==> config.mk <==
export PLATFORM = sky130hd
export DESIGN_NAME = cdb_arbiter
export DESIGN_NICKNAME = d
export VERILOG_FILES = /design/src/rtl/cdb_arbiter.sv
export SDC_FILE = /design/constraint.sdc
export NUM_CORES = 1
export LEC_CHECK = 0
export BUFFER_PORTS_ARGS = -buffer_cell sky130_fd_sc_hd__buf_4
export CAP_MARGIN = 0
export CORE_AREA = 2 2 173 175
export DETAILED_ROUTE_END_ITERATION = 10
export DIE_AREA = 0 0 175 177
export PLACE_DENSITY_LB_ADDON = 0.05
export SYNTH_ARGS = -nofsm -noshare
export SYNTH_HDL_FRONTEND = slang
export SYNTH_SLANG_ARGS = --single-unit
==> constraint.sdc <==
create_clock -name clock -period 3.1 [get_ports clock]
set_input_delay 0.465 -clock clock [delete_from_list [all_inputs] [get_ports clock]]
set_output_delay 0.465 -clock clock [all_outputs]
set_load 0.005 [all_outputs]
==> src/rtl/cdb_arbiter.sv <==
// Round-robin arbiter sharing two common data buses among NUM_FU result ports.
// Optional macro CDB_MISPRED_PRIORITY_EN scans mispredicted results ahead of the rest.
module cdb_arbiter #(
  parameter int NUM_FU = 4,
  parameter int PTR_W  = 2
) (
  input  logic                 clock,
  input  logic                 reset,
  input  logic                 flush_in,
  input  logic [NUM_FU-1:0]    fu_valid_in,
  input  logic [NUM_FU*8-1:0]  fu_tag_in,
  input  logic [NUM_FU*64-1:0] fu_value_in,
  input  logic [NUM_FU-1:0]    fu_mispredicted_in,
  output logic [NUM_FU-1:0]    fu_ready_out,
  output logic [7:0]           cdb1_tag_out,
  output logic [63:0]          cdb1_value_out,
  output logic                 cdb1_mispredicted_out,
  output logic [7:0]           cdb2_tag_out,
  output logic [63:0]          cdb2_value_out,
  output logic                 cdb2_mispredicted_out,
  output logic                 busy_out
);

  localparam logic [7:0] NULL_TAG = 8'hFF;

  logic [7:0]        tag_arr   [NUM_FU];
  logic [63:0]       value_arr [NUM_FU];
  logic [NUM_FU-1:0] eligible;
  logic [NUM_FU-1:0] scan_mask [2];
  logic [PTR_W-1:0]  rr_ptr;
  logic [PTR_W-1:0]  grant_a_idx, grant_b_idx;
  logic              grant_a_vld, grant_b_vld;
  logic              take;

  for (genvar i = 0; i < NUM_FU; i++) begin : g_unpack
    assign tag_arr[i]   = fu_tag_in[i*8 +: 8];
    assign value_arr[i] = fu_value_in[i*64 +: 64];
    assign eligible[i]  = fu_valid_in[i] && (tag_arr[i] != NULL_TAG);
  end

  // Two scan passes; without priority the second pass has nothing to find.
  always_comb begin
`ifdef CDB_MISPRED_PRIORITY_EN
    scan_mask[0] = eligible & fu_mispredicted_in;
    scan_mask[1] = eligible & ~fu_mispredicted_in;
`else
    scan_mask[0] = eligible;
    scan_mask[1] = '0;
`endif
  end

  always_comb begin
    grant_a_vld = 1'b0;
    grant_b_vld = 1'b0;
    grant_a_idx = '0;
    grant_b_idx = '0;
    for (int p = 0; p < 2; p++) begin
      for (int k = 0; k < NUM_FU; k++) begin
        int sum;
        sum = int'(rr_ptr) + k;
        if (sum >= NUM_FU) sum = sum - NUM_FU;
        if (scan_mask[p][sum]) begin
          if (!grant_a_vld) begin
            grant_a_vld = 1'b1;
            grant_a_idx = PTR_W'(sum);
          end else if (!grant_b_vld) begin
            grant_b_vld = 1'b1;
            grant_b_idx = PTR_W'(sum);
          end
        end
      end
    end
  end

  assign take = reset && !flush_in;

  always_comb begin
    fu_ready_out = '0;
    if (take) begin
      if (grant_a_vld) fu_ready_out[grant_a_idx] = 1'b1;
      if (grant_b_vld) fu_ready_out[grant_b_idx] = 1'b1;
    end
  end

  function automatic logic [PTR_W-1:0] ptr_inc(input logic [PTR_W-1:0] idx);
    return (idx == PTR_W'(NUM_FU - 1)) ? '0 : idx + 1'b1;
  endfunction

  always_ff @(posedge clock or negedge reset) begin
    if (!reset) begin
      rr_ptr <= '0;
    end else if (!flush_in) begin
      if (grant_b_vld)      rr_ptr <= ptr_inc(grant_b_idx);
      else if (grant_a_vld) rr_ptr <= ptr_inc(grant_a_idx);
    end
  end

  // Granted tags are never NULL_TAG, so busy follows grant A directly.
  always_ff @(posedge clock or negedge reset) begin
    if (!reset) begin
      cdb1_tag_out          <= NULL_TAG;
      cdb1_value_out        <= '0;
      cdb1_mispredicted_out <= 1'b0;
      cdb2_tag_out          <= NULL_TAG;
      cdb2_value_out        <= '0;
      cdb2_mispredicted_out <= 1'b0;
      busy_out              <= 1'b0;
    end else begin
      cdb1_tag_out          <= NULL_TAG;
      cdb1_value_out        <= '0;
      cdb1_mispredicted_out <= 1'b0;
      cdb2_tag_out          <= NULL_TAG;
      cdb2_value_out        <= '0;
      cdb2_mispredicted_out <= 1'b0;
      busy_out              <= 1'b0;
      if (!flush_in && grant_a_vld) begin
        cdb1_tag_out          <= tag_arr[grant_a_idx];
        cdb1_value_out        <= value_arr[grant_a_idx];
        cdb1_mispredicted_out <= fu_mispredicted_in[grant_a_idx];
        busy_out              <= 1'b1;
      end
      if (!flush_in && grant_b_vld) begin
        cdb2_tag_out          <= tag_arr[grant_b_idx];
        cdb2_value_out        <= value_arr[grant_b_idx];
        cdb2_mispredicted_out <= fu_mispredicted_in[grant_b_idx];
      end
    end
  end

endmodule

## Word level (Yosys, flattened, before mapping)

Cells that the tools add are included.

- Register bits after elaboration: 149
- Input port bits: 299

- $add $sub $neg: 9
- Magnitude comparators: 14
- Eq/ne operators: 6
- Multiplexer cells: 120
- Bitwise gates (word level): 4
- Reduce and logical (&&, ||, !) cells: 12

Operators by type and width:

| cell | count |
|---|---|
| $mux W64 | 6 |
| $bmux W64 S2 | 2 |
| $lt A32 B4 Y1 const B | 4 |
| $mux W32 | 4 |
| $mux W2 | 39 |
| $mux W8 | 6 |
| $mux W1 | 45 |
| $bmux W8 S2 | 2 |
| $ne A8 B8 Y1 const B | 4 |
| $bmux W1 S2 | 10 |
| $mux W4 | 4 |
| $ge A3 B3 Y1 const B | 5 |
| $sub A3 B3 Y4 const B | 3 |
| $logic_and A1 B1 Y1 | 9 |
| $add A2 B2 Y3 const B | 2 |
| $lt A2 B3 Y1 const B | 2 |
| $not A2 Y3 | 2 |
| $add A2 B1 Y2 const B | 2 |
| $demux W1 S2 | 2 |
| $eq A2 B2 Y1 const B | 2 |
| $ge A2 B1 Y1 const B | 2 |
| $or A4 B4 Y4 | 1 |
| $sub A2 B3 Y4 const B | 1 |
| $add A2 B1 Y3 const B | 1 |
| 5 further kinds | 5 |

## Logic depth before layout (Yosys ltp)

- Depth after elaboration: 33
- Gate-level depth with buffers: 15
- Gate-level depth less buffers: 13

## Worst setup path after synthesis

OpenSTA, ideal clock, no wires.

- Path type: in2out
- Start: in fu_tag_in[31]
- End: out fu_ready_out[2]
- Arrival time: 2926 ps
- Required time: 2635 ps
- Path slack: -291 ps
- Cell stages on the path: 14
- Buffers on the path: 2
- Path through: nand4_1 > o21ai_0 > mux2i_1 > nand2_1 > o21ai_0 > ha_1 > o21ai_0 > nand3_1 > nor3_1 > buf_2 > buf_2 > ha_1 > a22oi_1 > nor2_1

- Cells in the longest elaborated chain, start to end: 33
- Elaborated cells between the ends (all ways): 86

RTL lines:

| element | RTL line | RTL |
|---|---|---|
| start, declared | 11 | `input logic [NUM_FU*8-1:0] fu_tag_in,` |
| $ne A8 B8 Y1 (*) | 38 | `assign eligible[i] = fu_valid_in[i] && (tag_arr[i] != NULL_TAG);` |
| $logic_and A1 B1 Y1 (*) | 38 |  |
| $bmux W1 S2 | 62 | `if (scan_mask[p][sum]) begin` |
| $mux W1 (not written as such) (2 in a row) | 62 |  |
| $mux W1 | 62 |  |
| $mux W2 or $mux W1 (tied branches) | 63 | `if (!grant_a_vld) begin` |
| $mux W2 or $mux W1 (tied branches) | 62 |  |
| $mux W2 | 66 | `end else if (!grant_b_vld) begin` |
| [... 16 more ...] | -- |  |
| $mux W2 | 62 |  |
| $lt A2 B3 Y1 (not written as such) or $ge A2 B1 Y1 (tied branches) | 81 | `if (grant_b_vld) fu_ready_out[grant_b_idx] = 1'b1;` |
| $logic_and A1 B1 Y1 (not written as such) | 81 |  |
| $mux W1 (not written as such) | 81 |  |
| $demux W1 S2 | 81 |  |
| $or A4 B4 Y4 (no source line) | -- |  |
| $mux W4 (*) | 81 |  |
| $mux W4 (*) | 79 | `if (take) begin` |
| end, declared | 14 | `output logic [NUM_FU-1:0] fu_ready_out,` |

Every way passes the cells marked *; elsewhere a longest branch is shown, timed or not. The select of a mux whose other input is x is not followed.

## Worst setup path after layout

- Start: in fu_tag_in[20]
- End: out fu_ready_out[3]

Same word-level chain as after synthesis.

==> flow_summary.yaml <==
outcome:
  run_status: "complete, no violations"
detailed_routing:
  routed_wl_um: 36000
  detail_route.vias_per_cell: 5.18
  final_antenna_net_count: 0
  drt_iter0_drc: 342
  routed-via-count: 9018
  drcViolationCount: 0
  wl_per_cell_um: 20.7
  first_pass_iters: 4
logic_synthesis:
  synth_nets: 1162
  synth_edf_count: 0
  synth_compound_area_frac: 0.185
  yosys_warnings: 0
  synth_adder_area_share: 0.0107
  synth-seq-cells: 149
  synth_most_common_cell: "mux2i_1"
  postSynthCellCount: 856
  synth_cell_type_count: 44
  ys.flop_type: "dfrtp_1"
  synth_area_leaders: "dfrtp_1, mux2i_1, a211oi_1"
  synth-simple-area-share: 0.0786
  synthArstFlopShare: 1.00
  synth_top_cell_by_area: "dfrtp_1"
  synthTopCellsByCount: "mux2i_1, dfrtp_1, a211oi_1, o22ai_1, nor2b_1"
  syn-cell-area_sq_um: 9240
  synthMuxAreaShare: 0.259
  netlist.area_leader.share: 0.360
  synth_xor_area_frac: 0.000948
  synth_top_family_by_area: "multiplexers"
  yosysSeqAreaShare: 0.406
  avgSynthCellArea_sq_um: 10.8
global_route:
  top_usage_layer: "met2"
  grt_pass1_wl_um: 54400
  grt_max_degree: 150
  antenna_found_initial: 0
  met3_usage: 0.0704
  use_met1: 0.270
  use_met2: 0.385
  grtUsageTotal: 0.228
  overflow: 0
  grt_pass1_vias: 9289
cts:
  cts.sinks: 149
  clkTransAtPathRegs_ps: 70
  root_buffer: "clkbuf_16"
  clock_latency_ps: 440
  h-tree-depth: 4
  cts_buffers: 17
  cts_hold_buf: 0
  cts_buffer_depth: 2
  tritoncts: "yes"
finish:
  fin_nets: 1643
  fin_cells: 1740
  antenna_cells: 0
  area_growth_pct: 53.6
  drive_gt1_frac: 0.467
die:
  num_rows: 63
  fp.dieH_um: 177
  die_w_um: 175
  io_pins: 450
  die_area_sq_um: 31000
  start_util: 0.316
  core_area_sq_um: 29200
setup_path:
  criticalPathCategory: "input port to primary output"
  cp.required_ps: 2630
  cp.arrival_ps: 2590
  critPathLaunchType: "input port"
  critPathMaxFanout: 6
  crit_path_end_kind: "primary output"
  rrSetupSlack_ps: 350
power:
  power_frac_clock: 0.161
  switching_share: 0.398
  netSwitchingPower_w: 0.00510
  p_int_w: 0.00773
  comb_power_share: 0.616
  seq_power_share: 0.223
  irDropWorstVdd_mv: 0.902
  p_leak_nw: 6.93
  powerDensity_nw_per_um2: 904
timing:
  hold_violations: 0
  relSlewSlack: 0.360
  setup-violations-final: 0
  finalCritPeriodShare: 0.986
  worstMarginPinSlew_ps: 960
  whs_ps: 103
  fmax_mhz: 327
  slew_violations: 0
  clock_skew_ps: 17.4
  min_period_ps: 3060
placement:
  hpwl_um: 26500
  dp_cells: 1693
  place_congestion: 0.873
  port_buffers: 449
flow_run:
  drv_cap: 0
min_path:
  hold_class: "input port to asynchronous set/reset pin"
## flip-flops by register name, indices dropped and copies added, names as in the netlist
| name | flops |
|---|---|
| cdb2_mispredicted_out | 1 |
| rr_ptr | 2 |
| cdb1_value_out | 64 |
| cdb2_value_out | 64 |
| cdb1_tag_out | 8 |
| cdb1_mispredicted_out | 1 |
| cdb2_tag_out | 8 |
| busy_out | 1 |
## per-stage QoR
stage	utilization	power [W]	TNS, ps	setup slack, ps	instance area [sq um]
after floorplan	-	0.00791	-76.8	-32.2	9280
after global placement	0.458	0.0106	-508	-95.4	13400
after detailed placement	0.458	0.0106	-2400	-161	13400
after CTS	0.480	0.0128	0	5.71	14000
after global routing	0.485	0.0137	-150	-42.6	14200
final	0.485	0.0128	0	43.5	14200
## worst max-delay path, stage by stage
cell       delay, ps
buf_4            120
nand4_1          210
o21ai_2          120
buf_4            150
buf_4            150
o41ai_1          480
nor3_2           100
nor3_4           290
buf_4            180
a2bb2oi_2        140
nor2_1            60
buf_4            130
## routing by layer
metal	wire length [um]	up-vias
li1	-	4243
met1	14300	4369
met2	17700	349
met3	2940	57
met4	1100	0
met5	0	-
## placed cells by master, fill, tap and decap left out, types with 4 or more instances in the layout
master / synthesis / layout
a211oi_1: 130 / 130
a21oi_1: 7 / 6
a22oi_1: 9 / 9
buf_12: 7 / 13
buf_4: 2 / 529
clkbuf_16: 0 / 17
dfrtp_1: 133 / 132
dfstp_2: 16 / 16
ha_1: 7 / 4
inv_1: 7 / 6
mux2_2: 8 / 8
mux2i_1: 230 / 228
nand2_1: 18 / 15
nand4_1: 10 / 10
nor2_1: 13 / 13
nor2b_1: 65 / 65
nor3_1: 9 / 6
o211ai_1: 5 / 5
o21a_1: 4 / 4
o21ai_2: 0 / 6
o22ai_1: 66 / 66
## final timing paths
| kind | startpoint | endpoint | cells after the start |
|---|---|---|---|
| min in group clock | fu_value_in[190] | cdb1_value_out[62]$_DFF_PN0_ | 3 |
| min reg2reg | rr_ptr[0]$_DFFE_PN0P_ | rr_ptr[0]$_DFFE_PN0P_ | 1 |
| max in group asynchronous | reset | cdb1_value_out[48]$_DFF_PN0_ | 2 |
| min | reset | rr_ptr[1]$_DFFE_PN0P_ | 2 |
| max | fu_tag_in[20] | fu_ready_out[3] | 12 |
| max reg2reg | rr_ptr[1]$_DFFE_PN0P_ | cdb2_value_out[33]$_DFF_PN0_ | 12 |
## kinds of logic after synthesis
| family | count (synthesis) |
|---|---|
| AND/OR/NAND/NOR | 127 |
| adder cells (fa/ha/maj) | 8 |
| XOR/XNOR | 1 |
| AO/OA/AOI/OAI | 243 |
| buffers and inverters | 90 |
| multiplexers | 238 |
| flip-flops | 149 |
## power groups by stage
stage | Clock [W] | Combinational [W] | Sequential, W
6_report | 0.00207 | 0.00791 | 0.00286
5_1_grt | 0.00222 | 0.00856 | 0.00293
4_1_cts | 0.00213 | 0.00780 | 0.00286
3_5_place_dp | 0 | 0.00771 | 0.00288
3_3_place_gp | 0 | 0.00767 | 0.00289
2_1_floorplan | 0 | 0.00496 | 0.00295
## cell type report
type / instances / area, sq um
Tap cell: 390 / 488
Multi-Input combinational cell: 617 / 5090
Clock buffer: 19 / 443
Clock inverter: 13 / 124
Inverter: 7 / 30.0
Timing Repair Buffer: 545 / 4270
Sequential cell: 149 / 3750
Fill cell: 2765 / 15100
## repair_timing
| item | 4_1_cts | 5_1_grt |
|---|---|---|
| buffers inserted | 6 | 9 |
| endpoints found under the setup margin | 4 | 4 |
| gates resized for setup | 7 | 19 |
| pin swaps | 5 | 21 |
| gates cloned | 0 | 0 |
Note: power is estimated with default switching activity, not from simulation.
